## src/rtl/miter_stream_cmp.sv

```systemverilog
// miter_stream_cmp: delayed gold-vs-gate lane comparator with masking, sticky flags and first-failure capture
module miter_stream_cmp #(
    parameter int WIDTH     = 8,
    parameter int CHANNELS  = 4,
    parameter int LAT       = 2,
    parameter int CNT_W     = 16,
    parameter bit STOP_FAIL = 1'b1
) (
    input  logic                         clk,
    input  logic                         rst,
    input  logic                         arm,
    input  logic                         clear,
    input  logic                         in_valid,
    input  logic [CHANNELS*WIDTH-1:0]    gold,
    input  logic [CHANNELS*WIDTH-1:0]    gate,
    input  logic [CHANNELS*WIDTH-1:0]    gold_xmask,
    input  logic [CHANNELS-1:0]          chan_en,
    output logic                         mismatch,
    output logic [CHANNELS-1:0]          fail_flags,
    output logic [CNT_W-1:0]             mis_count,
    output logic [$clog2(CHANNELS):0]    first_chan,
    output logic [CNT_W-1:0]             first_stamp,
    output logic [WIDTH-1:0]             first_gold,
    output logic [WIDTH-1:0]             first_gate,
    output logic [1:0]                   state_o
);
    localparam int N  = CHANNELS * WIDTH;
    localparam int CW = $clog2(CHANNELS) + 1;
    localparam int WW = $clog2(LAT + 2);

    typedef enum logic [1:0] {IDLE = 2'd0, WARMUP = 2'd1, CHECK = 2'd2, FAILED = 2'd3} state_t;

    state_t              state_q, state_d;
    logic [WW-1:0]       wcnt_q, wcnt_d;
    logic                mismatch_q, mismatch_d;
    logic [CHANNELS-1:0] fail_flags_q, fail_flags_d;
    logic [CNT_W-1:0]    mis_count_q, mis_count_d;
    logic [CNT_W-1:0]    stamp_q, stamp_d;
    logic [CW-1:0]       first_chan_q, first_chan_d;
    logic [CNT_W-1:0]    first_stamp_q, first_stamp_d;
    logic [WIDTH-1:0]    first_gold_q, first_gold_d;
    logic [WIDTH-1:0]    first_gate_q, first_gate_d;

    logic [N-1:0]        gold_dly, xmask_dly;
    logic                valid_dly;
    logic [CHANNELS-1:0] lane_mis;
    logic [CW-1:0]       first_idx;
    logic                cmp, any_mis;

    generate
        if (LAT == 0) begin : g_direct
            assign gold_dly  = gold;
            assign xmask_dly = gold_xmask;
            assign valid_dly = in_valid;
        end else begin : g_pipe
            logic [N-1:0]   gold_q [LAT];
            logic [N-1:0]   gold_d [LAT];
            logic [N-1:0]   xmask_q [LAT];
            logic [N-1:0]   xmask_d [LAT];
            logic [LAT-1:0] valid_q, valid_d;
            // shift the gold sample, its mask and valid one stage per cycle; clear empties the valid bits
            always_comb begin
                gold_d[0]  = gold;
                xmask_d[0] = gold_xmask;
                valid_d[0] = in_valid & ~clear;
                for (int s = 1; s < LAT; s++) begin
                    gold_d[s]  = gold_q[s-1];
                    xmask_d[s] = xmask_q[s-1];
                    valid_d[s] = valid_q[s-1] & ~clear;
                end
            end
            // sample data is qualified by the valid bits, so it needs no reset
            always_ff @(posedge clk) begin
                gold_q  <= gold_d;
                xmask_q <= xmask_d;
            end
            // valid bits of the gold pipe
            always_ff @(posedge clk or posedge rst) begin
                if (rst) valid_q <= '0;
                else     valid_q <= valid_d;
            end
            assign gold_dly  = gold_q[LAT-1];
            assign xmask_dly = xmask_q[LAT-1];
            assign valid_dly = valid_q[LAT-1];
        end
    endgenerate

    assign cmp     = valid_dly & in_valid & (state_q == CHECK | (state_q == FAILED & !STOP_FAIL));
    assign any_mis = cmp & |lane_mis;

    // per-lane masked comparison and the lowest failing lane
    always_comb begin
        lane_mis  = '0;
        first_idx = '0;
        for (int i = 0; i < CHANNELS; i++)
            lane_mis[i] = chan_en[i] & |((gold_dly[i*WIDTH +: WIDTH] ^ gate[i*WIDTH +: WIDTH]) & ~xmask_dly[i*WIDTH +: WIDTH]);
        for (int i = CHANNELS - 1; i >= 0; i--)
            if (lane_mis[i]) first_idx = CW'(i);
    end

    // next state, statistics and first-failure capture; clear overrides everything
    always_comb begin
        state_d       = state_q;
        wcnt_d        = wcnt_q;
        mismatch_d    = any_mis;
        fail_flags_d  = fail_flags_q | (cmp ? lane_mis : '0);
        mis_count_d   = mis_count_q + CNT_W'(any_mis & ~&mis_count_q);
        stamp_d       = stamp_q + CNT_W'(cmp & ~&stamp_q);
        first_chan_d  = first_chan_q;
        first_stamp_d = first_stamp_q;
        first_gold_d  = first_gold_q;
        first_gate_d  = first_gate_q;
        if (state_q == IDLE && arm) begin
            state_d = LAT == 0 ? CHECK : WARMUP;
            wcnt_d  = '0;
        end
        if (state_q == WARMUP && in_valid) begin
            wcnt_d  = wcnt_q + WW'(1);
            state_d = wcnt_q == WW'(LAT - 1) ? CHECK : WARMUP;
        end
        if (state_q == CHECK && any_mis) begin
            state_d       = FAILED;
            first_chan_d  = first_idx;
            first_stamp_d = stamp_q;
            first_gold_d  = gold_dly[first_idx*WIDTH +: WIDTH];
            first_gate_d  = gate[first_idx*WIDTH +: WIDTH];
        end
        if (clear) begin
            state_d       = IDLE;
            wcnt_d        = '0;
            mismatch_d    = 1'b0;
            fail_flags_d  = '0;
            mis_count_d   = '0;
            stamp_d       = '0;
            first_chan_d  = '0;
            first_stamp_d = '0;
            first_gold_d  = '0;
            first_gate_d  = '0;
        end
    end

    // state and result registers
    always_ff @(posedge clk or posedge rst) begin
        if (rst) begin
            state_q       <= IDLE;
            wcnt_q        <= '0;
            mismatch_q    <= 1'b0;
            fail_flags_q  <= '0;
            mis_count_q   <= '0;
            stamp_q       <= '0;
            first_chan_q  <= '0;
            first_stamp_q <= '0;
            first_gold_q  <= '0;
            first_gate_q  <= '0;
        end else begin
            state_q       <= state_d;
            wcnt_q        <= wcnt_d;
            mismatch_q    <= mismatch_d;
            fail_flags_q  <= fail_flags_d;
            mis_count_q   <= mis_count_d;
            stamp_q       <= stamp_d;
            first_chan_q  <= first_chan_d;
            first_stamp_q <= first_stamp_d;
            first_gold_q  <= first_gold_d;
            first_gate_q  <= first_gate_d;
        end
    end

    assign mismatch    = mismatch_q;
    assign fail_flags  = fail_flags_q;
    assign mis_count   = mis_count_q;
    assign first_chan  = first_chan_q;
    assign first_stamp = first_stamp_q;
    assign first_gold  = first_gold_q;
    assign first_gate  = first_gate_q;
    assign state_o     = state_q;
endmodule

```

## config.mk

```make
export PLATFORM = sky130hd
export DESIGN_NAME = miter_stream_cmp
export DESIGN_NICKNAME = d
export VERILOG_FILES = /design/src/rtl/miter_stream_cmp.sv
export SDC_FILE = /design/constraint.sdc
export NUM_CORES = 1
export LEC_CHECK = 0
export CAP_MARGIN = 20
export CORE_MARGIN = 5
export CORE_UTILIZATION = 53
export CTS_CLUSTER_SIZE = 8
export DETAILED_ROUTE_END_ITERATION = 6
export PLACE_DENSITY = 0.85
export SETUP_SLACK_MARGIN = 0.5
export SYNTH_ARGS = -nofsm -noshare
export SYNTH_HDL_FRONTEND = slang
export SYNTH_SLANG_ARGS = --single-unit
```

## constraint.sdc

```tcl
create_clock -name clk -period 5.4 [get_ports clk]
set_input_delay 1.08 -clock clk [delete_from_list [all_inputs] [get_ports clk]]
set_output_delay 1.08 -clock clk [all_outputs]
set_load 0.05 [all_outputs]
```

==> results.yml, run 1 <==
clock_tree:
  post_cts.resized_instances: 0
  tritoncts: "yes"
  cts_root_buf: "clkbuf_16"
  cts-root-to-sink-buffers: 3
  holdBufCountCts: 0
  clock_insertion_delay_worst_skew_ps: 500
  post_cts.repair.setup_buffers: 0
  clkTransAtPathRegs_ps: 50
  clock_sinks: 205
  num_cts_buffers: 29
  h_tree_levels: 1
detailed_routing:
  vias_per_cell: 5.35
  detailedRoute.firstIterationViolations: 313
  detail_route.drc_violations: 0
  num_vias: 4880
  wl_per_cell_um: 18.2
  drt_wl_total_um: 16600
  drt_pre_antenna_iters: 5
  antenna_left: 0
grt:
  global_route.usage.met1_pct: 26.6
  grtUsageTotal_pct: 22.1
  first_global_vias: 5228
  met2_usage_pct: 39.0
  grt_start_max_net_pins: 46
  global_route.overflow_total: 0
  grt_antenna_before_repair: 0
  grt_first_pass_wirelength_um: 26400
  groute.layer.met3.usage_pct: 4.94
  grt-busiest-layer: "met2"
floorplan:
  initial_utilization_pct: 54.0
  io_pins: 163
  die_w_um: 123
  height_of_the_chip_um: 123
  rows: 41
  core-area_um2: 12600
  area_of_the_die_um2: 15200
timing:
  max_slew_margin_pct: 49.5
  slew_viol_final: 0
  unrepaired_setup_endpoints_after_global_routing: "no"
  skew_ps: 8.87
  share_of_the_clock_period_used_by_the_worst_path_after_layout_pct: 71.7
  setup_tns_ps: 0
  timing.final.setup_violations: 0
  achievable-frequency_mhz: 258
  worst-slew-pin-transition_ps: 757
  setup_slack_ps: 1530
  hold_viol_final: 0
  final.min_clock_period_ps: 3870
setup_path:
  worstSetupEndpointType: "register"
  path_delay_family: "compound AO/OA/AOI/OAI gates"
  path_cells: "clkdlybuf4s50_1, xnor2_1, o22ai_1, o41a_1, nor2_2, a31oi_1, o21a_1, ha_1, inv_1, nor3b_1, nand3_1, xor2_1, nor2_1"
  startpoint_type: "input port"
  cp_data_required_time_ps: 5760
  max_stage_delay_cell_worst_path: "o41a_1"
  worst-setup-path-type: "in2reg"
  critical_path_buf_inv_count: 2
  biggest_fanout_along_the_worst_timing_path: 19
  max_stage_delay_ps: 650
  worst-endpoint-arrival_ps: 4240
synth:
  synth_seq_area_share_pct: 66.2
  synth_largest_area_cell: "dfxtp_1"
  number_of_enable_flip_flop_cells_after_synthesis: 0
  syn_avg_cell_area_um2: 12.3
  yosys.cell_types.count: 45
  synth.ff_latch_count: 205
  yosys-top-cells-area: "dfxtp_1 38%, dfrtp_1 28%, xnor2_1 4.8%"
  async_set_or_reset_register_ratio_after_synthesis_pct: 37.6
  synthesis.instances: 553
  yosys_warnings: 0
  commonest_register_cell_after_synthesis: "dfxtp_1"
  syn_area_um2: 6790
  netlist.area_leader.share_pct: 37.8
  mappedNetlistNets: 663
power:
  power.density_nw_per_um2: 362
  power.static_leakage_uw: 0.00385
  vdd_drop_max_mv: 0.286
  p_total_uw: 3380
worst_hold_path:
  holdCritPathClass: "reg2reg"
final_layout:
  most_frequent_cells_in_the_layout: "161 x clkdlybuf4s50_1, 128 x dfxtp_1, 77 x dfrtp_1, 42 x nor2_1, 37 x xnor2_1"
  area.growth.synth_to_final_pct: 37.4
  post_route_cells_drive_above_1_share_pct: 5.95
  fillers: 822
  finish.utilization_pct: 74.2
  mostFrequentLayoutCell: "clkdlybuf4s50_1"
  layout.nets: 838
place:
  port-buffer-count: 161
  worst_setup_timing_slack_at_the_placement_stage_ps: 1090
  place_hpwl_um: 12200
  place.gp.congestion: 0.941
flow_run:
  maxCapViolCount: 0
outcome:
  run_status: "completed"
## through the flow
| stage | hold WS [ps] | area, um2 | instances |
|---|---|---|---|
| after CTS | 321 | 9320 | 912 |
| after detailed placement | 312 | 8540 | 869 |
| after floorplan | 310 | 6790 | 553 |
| after global routing | 322 | 9320 | 912 |
| final | 318 | 9320 | 913 |
| after global placement | 310 | 8540 | 869 |
## sequential cells by signal, summed over array words and instances, names as in the netlist, 8 cells and up
register,flops
g_pipe.gold_d,32
g_pipe.xmask_d,32
gold_dly,32
xmask_dly,32
first_stamp,16
mis_count,16
stamp_q,16
first_gate,8
first_gold,8
## cells by family (layout without fill, tap and decap cells)
family,Yosys count,count (layout),synth area share [%]
AO/OA/AOI/OAI,123,123,13.9
adder cells (fa/ha/maj),5,5,0.922
flip-flops,205,205,66.2
AND/OR/NAND/NOR,132,132,9.07
buffers and inverters,27,214,2.12
multiplexers,1,1,0.147
XOR/XNOR,59,59,7.61
other,1,2,0.0553
## where the power goes
group	switching (uW)	internal, uW
combinational	115	119
clock	576	967
sequential	23.5	1580
## synth_stat cells, types with 6 or more instances
master       n
xnor2_1     37
clkbuf_1     9
dfxtp_1    128
o2bb2ai_1   17
dfrtp_1     77
a22o_1      32
nor2b_1      6
a21oi_1     23
nand3_1     30
nor2_1      42
o21a_1      18
nand2_1     31
o22ai_1     17
xor2_1      22
## final timing paths
check | to | cells past startpoint | from | slack [ps]
worst max-delay path | mis_count[10] | 13 | gate[18] | 1530
worst min-delay path | gold_dly[20] | 0 | g_pipe.gold_d[20] | 320
worst max register to register | mis_count[10] | 12 | gold_dly[21] | 2280
worst min register to register | gold_dly[20] | 0 | g_pipe.gold_d[20] | 320
max in group asynchronous | mis_count[4] | 3 | rst | 3370
min in group asynchronous | first_stamp[11] | 2 | rst | 1010
## cell type report
class                   count  area [um2]  area share (%)
repair buffers            168        1660            17.8
well taps                 172         215            2.31
inverters                   3        11.3           0.121
diodes                      1        2.50          0.0268
multi-input cells         321        2160            23.2
flip-flops and latches    205        4490            48.2
clock inverters             1        5.00          0.0537
clock buffers              42         774            8.31
## metal layers
layer	share of wire [%]	vias up
met4	3.0	0
li1	-	2288
met1	38	2331
met3	7.6	36
met5	0	-
met2	51	225
Power figures use the tool's default switching activity.
==> run 2: changes to the inputs <==
--- a/config.mk
+++ b/config.mk
@@ -7,10 +7,10 @@
 export LEC_CHECK = 0
 export CAP_MARGIN = 20
 export CORE_MARGIN = 5
-export CORE_UTILIZATION = 53
+export CORE_UTILIZATION = 49
 export CTS_CLUSTER_SIZE = 8
 export DETAILED_ROUTE_END_ITERATION = 6
-export PLACE_DENSITY = 0.85
+export PLACE_DENSITY = 0.79
 export SETUP_SLACK_MARGIN = 0.5
 export SYNTH_ARGS = -nofsm -noshare
 export SYNTH_HDL_FRONTEND = slang
==> constraint.sdc (replaced) <==
create_clock -name clk -period 3.73 [get_ports clk]
set_input_delay 0.746 -clock clk [delete_from_list [all_inputs] [get_ports clk]]
set_output_delay 0.746 -clock clk [all_outputs]
set_load 0.05 [all_outputs]
==> results.yml, run 2 (same netlist as run 1, synthesis figures left out) <==
outcome:
  run_status: "completed"
floorplan:
  core-area_um2: 13700
  area_of_the_die_um2: 16300
  die_w_um: 128
  rows: 43
  height_of_the_chip_um: 128
  initial_utilization_pct: 49.5
  io_pins: 163
power:
  power.share.sequential_pct: 47.1
  combinationalPowerShare_pct: 7.1
  power.static_leakage_uw: 0.00389
  power.share.clock_pct: 45.8
  internal_power_uw: 3870
  vdd_drop_max_mv: 0.316
  power.density_nw_per_um2: 524
  sw_share_pct: 21.3
  total_switching_power_uw: 1050
setup_path:
  biggest_fanout_along_the_worst_timing_path: 4
  cp_data_required_time_ps: 4110
  path_cells: "clkdlybuf4s50_1, xnor2_1, o22ai_1, o41a_1, nor2_2, a31oi_1, o21a_1, ha_1, inv_1, nor3b_1, nand3_1, xor2_1, nor2_1"
  worst-endpoint-arrival_ps: 3430
  max_stage_delay_cell_worst_path: "clkdlybuf4s50_1"
  worst-setup-path-type: "in2reg"
  worstSetupEndpointType: "register"
  max_stage_delay_ps: 460
  startpoint_type: "input port"
final_layout:
  finish.utilization_pct: 68.5
  most_frequent_cells_in_the_layout: "161 x clkdlybuf4s50_1, 128 x dfxtp_1, 77 x dfrtp_1, 42 x nor2_1, 37 x xnor2_1"
  mostFrequentLayoutCell: "clkdlybuf4s50_1"
  area.growth.synth_to_final_pct: 38.4
  diodes: 0
  layout.nets: 844
  post_route_cells_drive_above_1_share_pct: 6.68
detailed_routing:
  drt_wl_total_um: 16900
  wl_per_cell_um: 18.2
  vias_per_cell: 5.27
  detailedRoute.firstIterationViolations: 317
  detail_route.drc_violations: 0
  antenna_left: 0
  num_vias: 4895
  drt_pre_antenna_iters: 4
clock_tree:
  clock_insertion_delay_worst_skew_ps: 510
  h_tree_levels: 1
  clock_sinks: 205
  post_cts.repair.setup_buffers: 0
  tritoncts: "yes"
  post_cts.resized_instances: 0
  cts-root-to-sink-buffers: 3
  cts_root_buf: "clkbuf_16"
  clkTransAtPathRegs_ps: 50
  holdBufCountCts: 0
  num_cts_buffers: 29
flow_run:
  maxCapViolCount: 0
timing:
  unrepaired_setup_endpoints_after_global_routing: "no"
  max_slew_margin_pct: 49.0
  setup_tns_ps: 0
  achievable-frequency_mhz: 327
  slew_viol_final: 0
  share_of_the_clock_period_used_by_the_worst_path_after_layout_pct: 81.9
  final.min_clock_period_ps: 3050
  skew_ps: 13.6
  worst-slew-pin-transition_ps: 765
  setup_slack_ps: 675
  hold_viol_final: 0
  timing.final.setup_violations: 0
grt:
  grt_first_pass_wirelength_um: 26800
  global_route.overflow_total: 0
  grt_antenna_before_repair: 0
  grtUsageTotal_pct: 20.6
  grt_start_max_net_pins: 50
  first_global_vias: 5263
place:
  place.gp.congestion: 0.870
  worst_setup_timing_slack_at_the_placement_stage_ps: 215
  port-buffer-count: 161
  place_hpwl_um: 12500
worst_hold_path:
  holdCritPathClass: "reg2reg"
-- run 2: cell type report --
class	instances	area, um2
well taps	180	225
repair buffers	174	1720
fillers	1030	4320
inverters	3	11.3
clock inverters	1	5.00
flip-flops and latches	205	4490
clock buffers	44	782
multi-input cells	321	2160
-- run 2: metrics by stage --
step	power [uW]	hold WS, ps	cell area, um2	cells
floorplan	2510	310	6790	553
global placement	2700	311	8590	882
detailed placement	2700	312	8590	882
CTS	4970	321	9380	927
global route	5100	326	9400	928
finish	4920	318	9400	928
-- run 2: path summary, 6_finish.rpt --
path / startpoint / cells past startpoint / endpoint / slack (ps)
worst max-delay path: gate[18] / 13 / mis_count[10] / 680
worst min-delay path: g_pipe.gold_d[9] / 0 / gold_dly[9] / 320
worst max register to register: gold_dly[20] / 12 / mis_count[10] / 1060
worst min register to register: g_pipe.gold_d[9] / 0 / gold_dly[9] / 320
max in group asynchronous: rst / 4 / stamp_q[13] / 2430
min in group asynchronous: rst / 2 / first_stamp[12] / 570
-- run 2: power groups by stage --
stage	clock (uW)	combinational [uW]	sequential, uW
CTS	2300	350	2320
global placement	0	340	2360
global route	2400	378	2320
floorplan	0	165	2350
finish	2250	350	2320
detailed placement	0	347	2360
-- run 2: routing by layer --
layer	track usage, %	routed length (um)
met3	4.71	1240
met5	0	0
met2	35.1	8330
met1	25.9	6900
met4	6.93	432
-- run 2: worst max-delay path, delay by kind of cell --
kind	cells	cell delay, ps
compound gates	4	980
xor+xnor	2	310
simple gates	4	650
buf+inv	2	520
fa+ha+maj	1	220
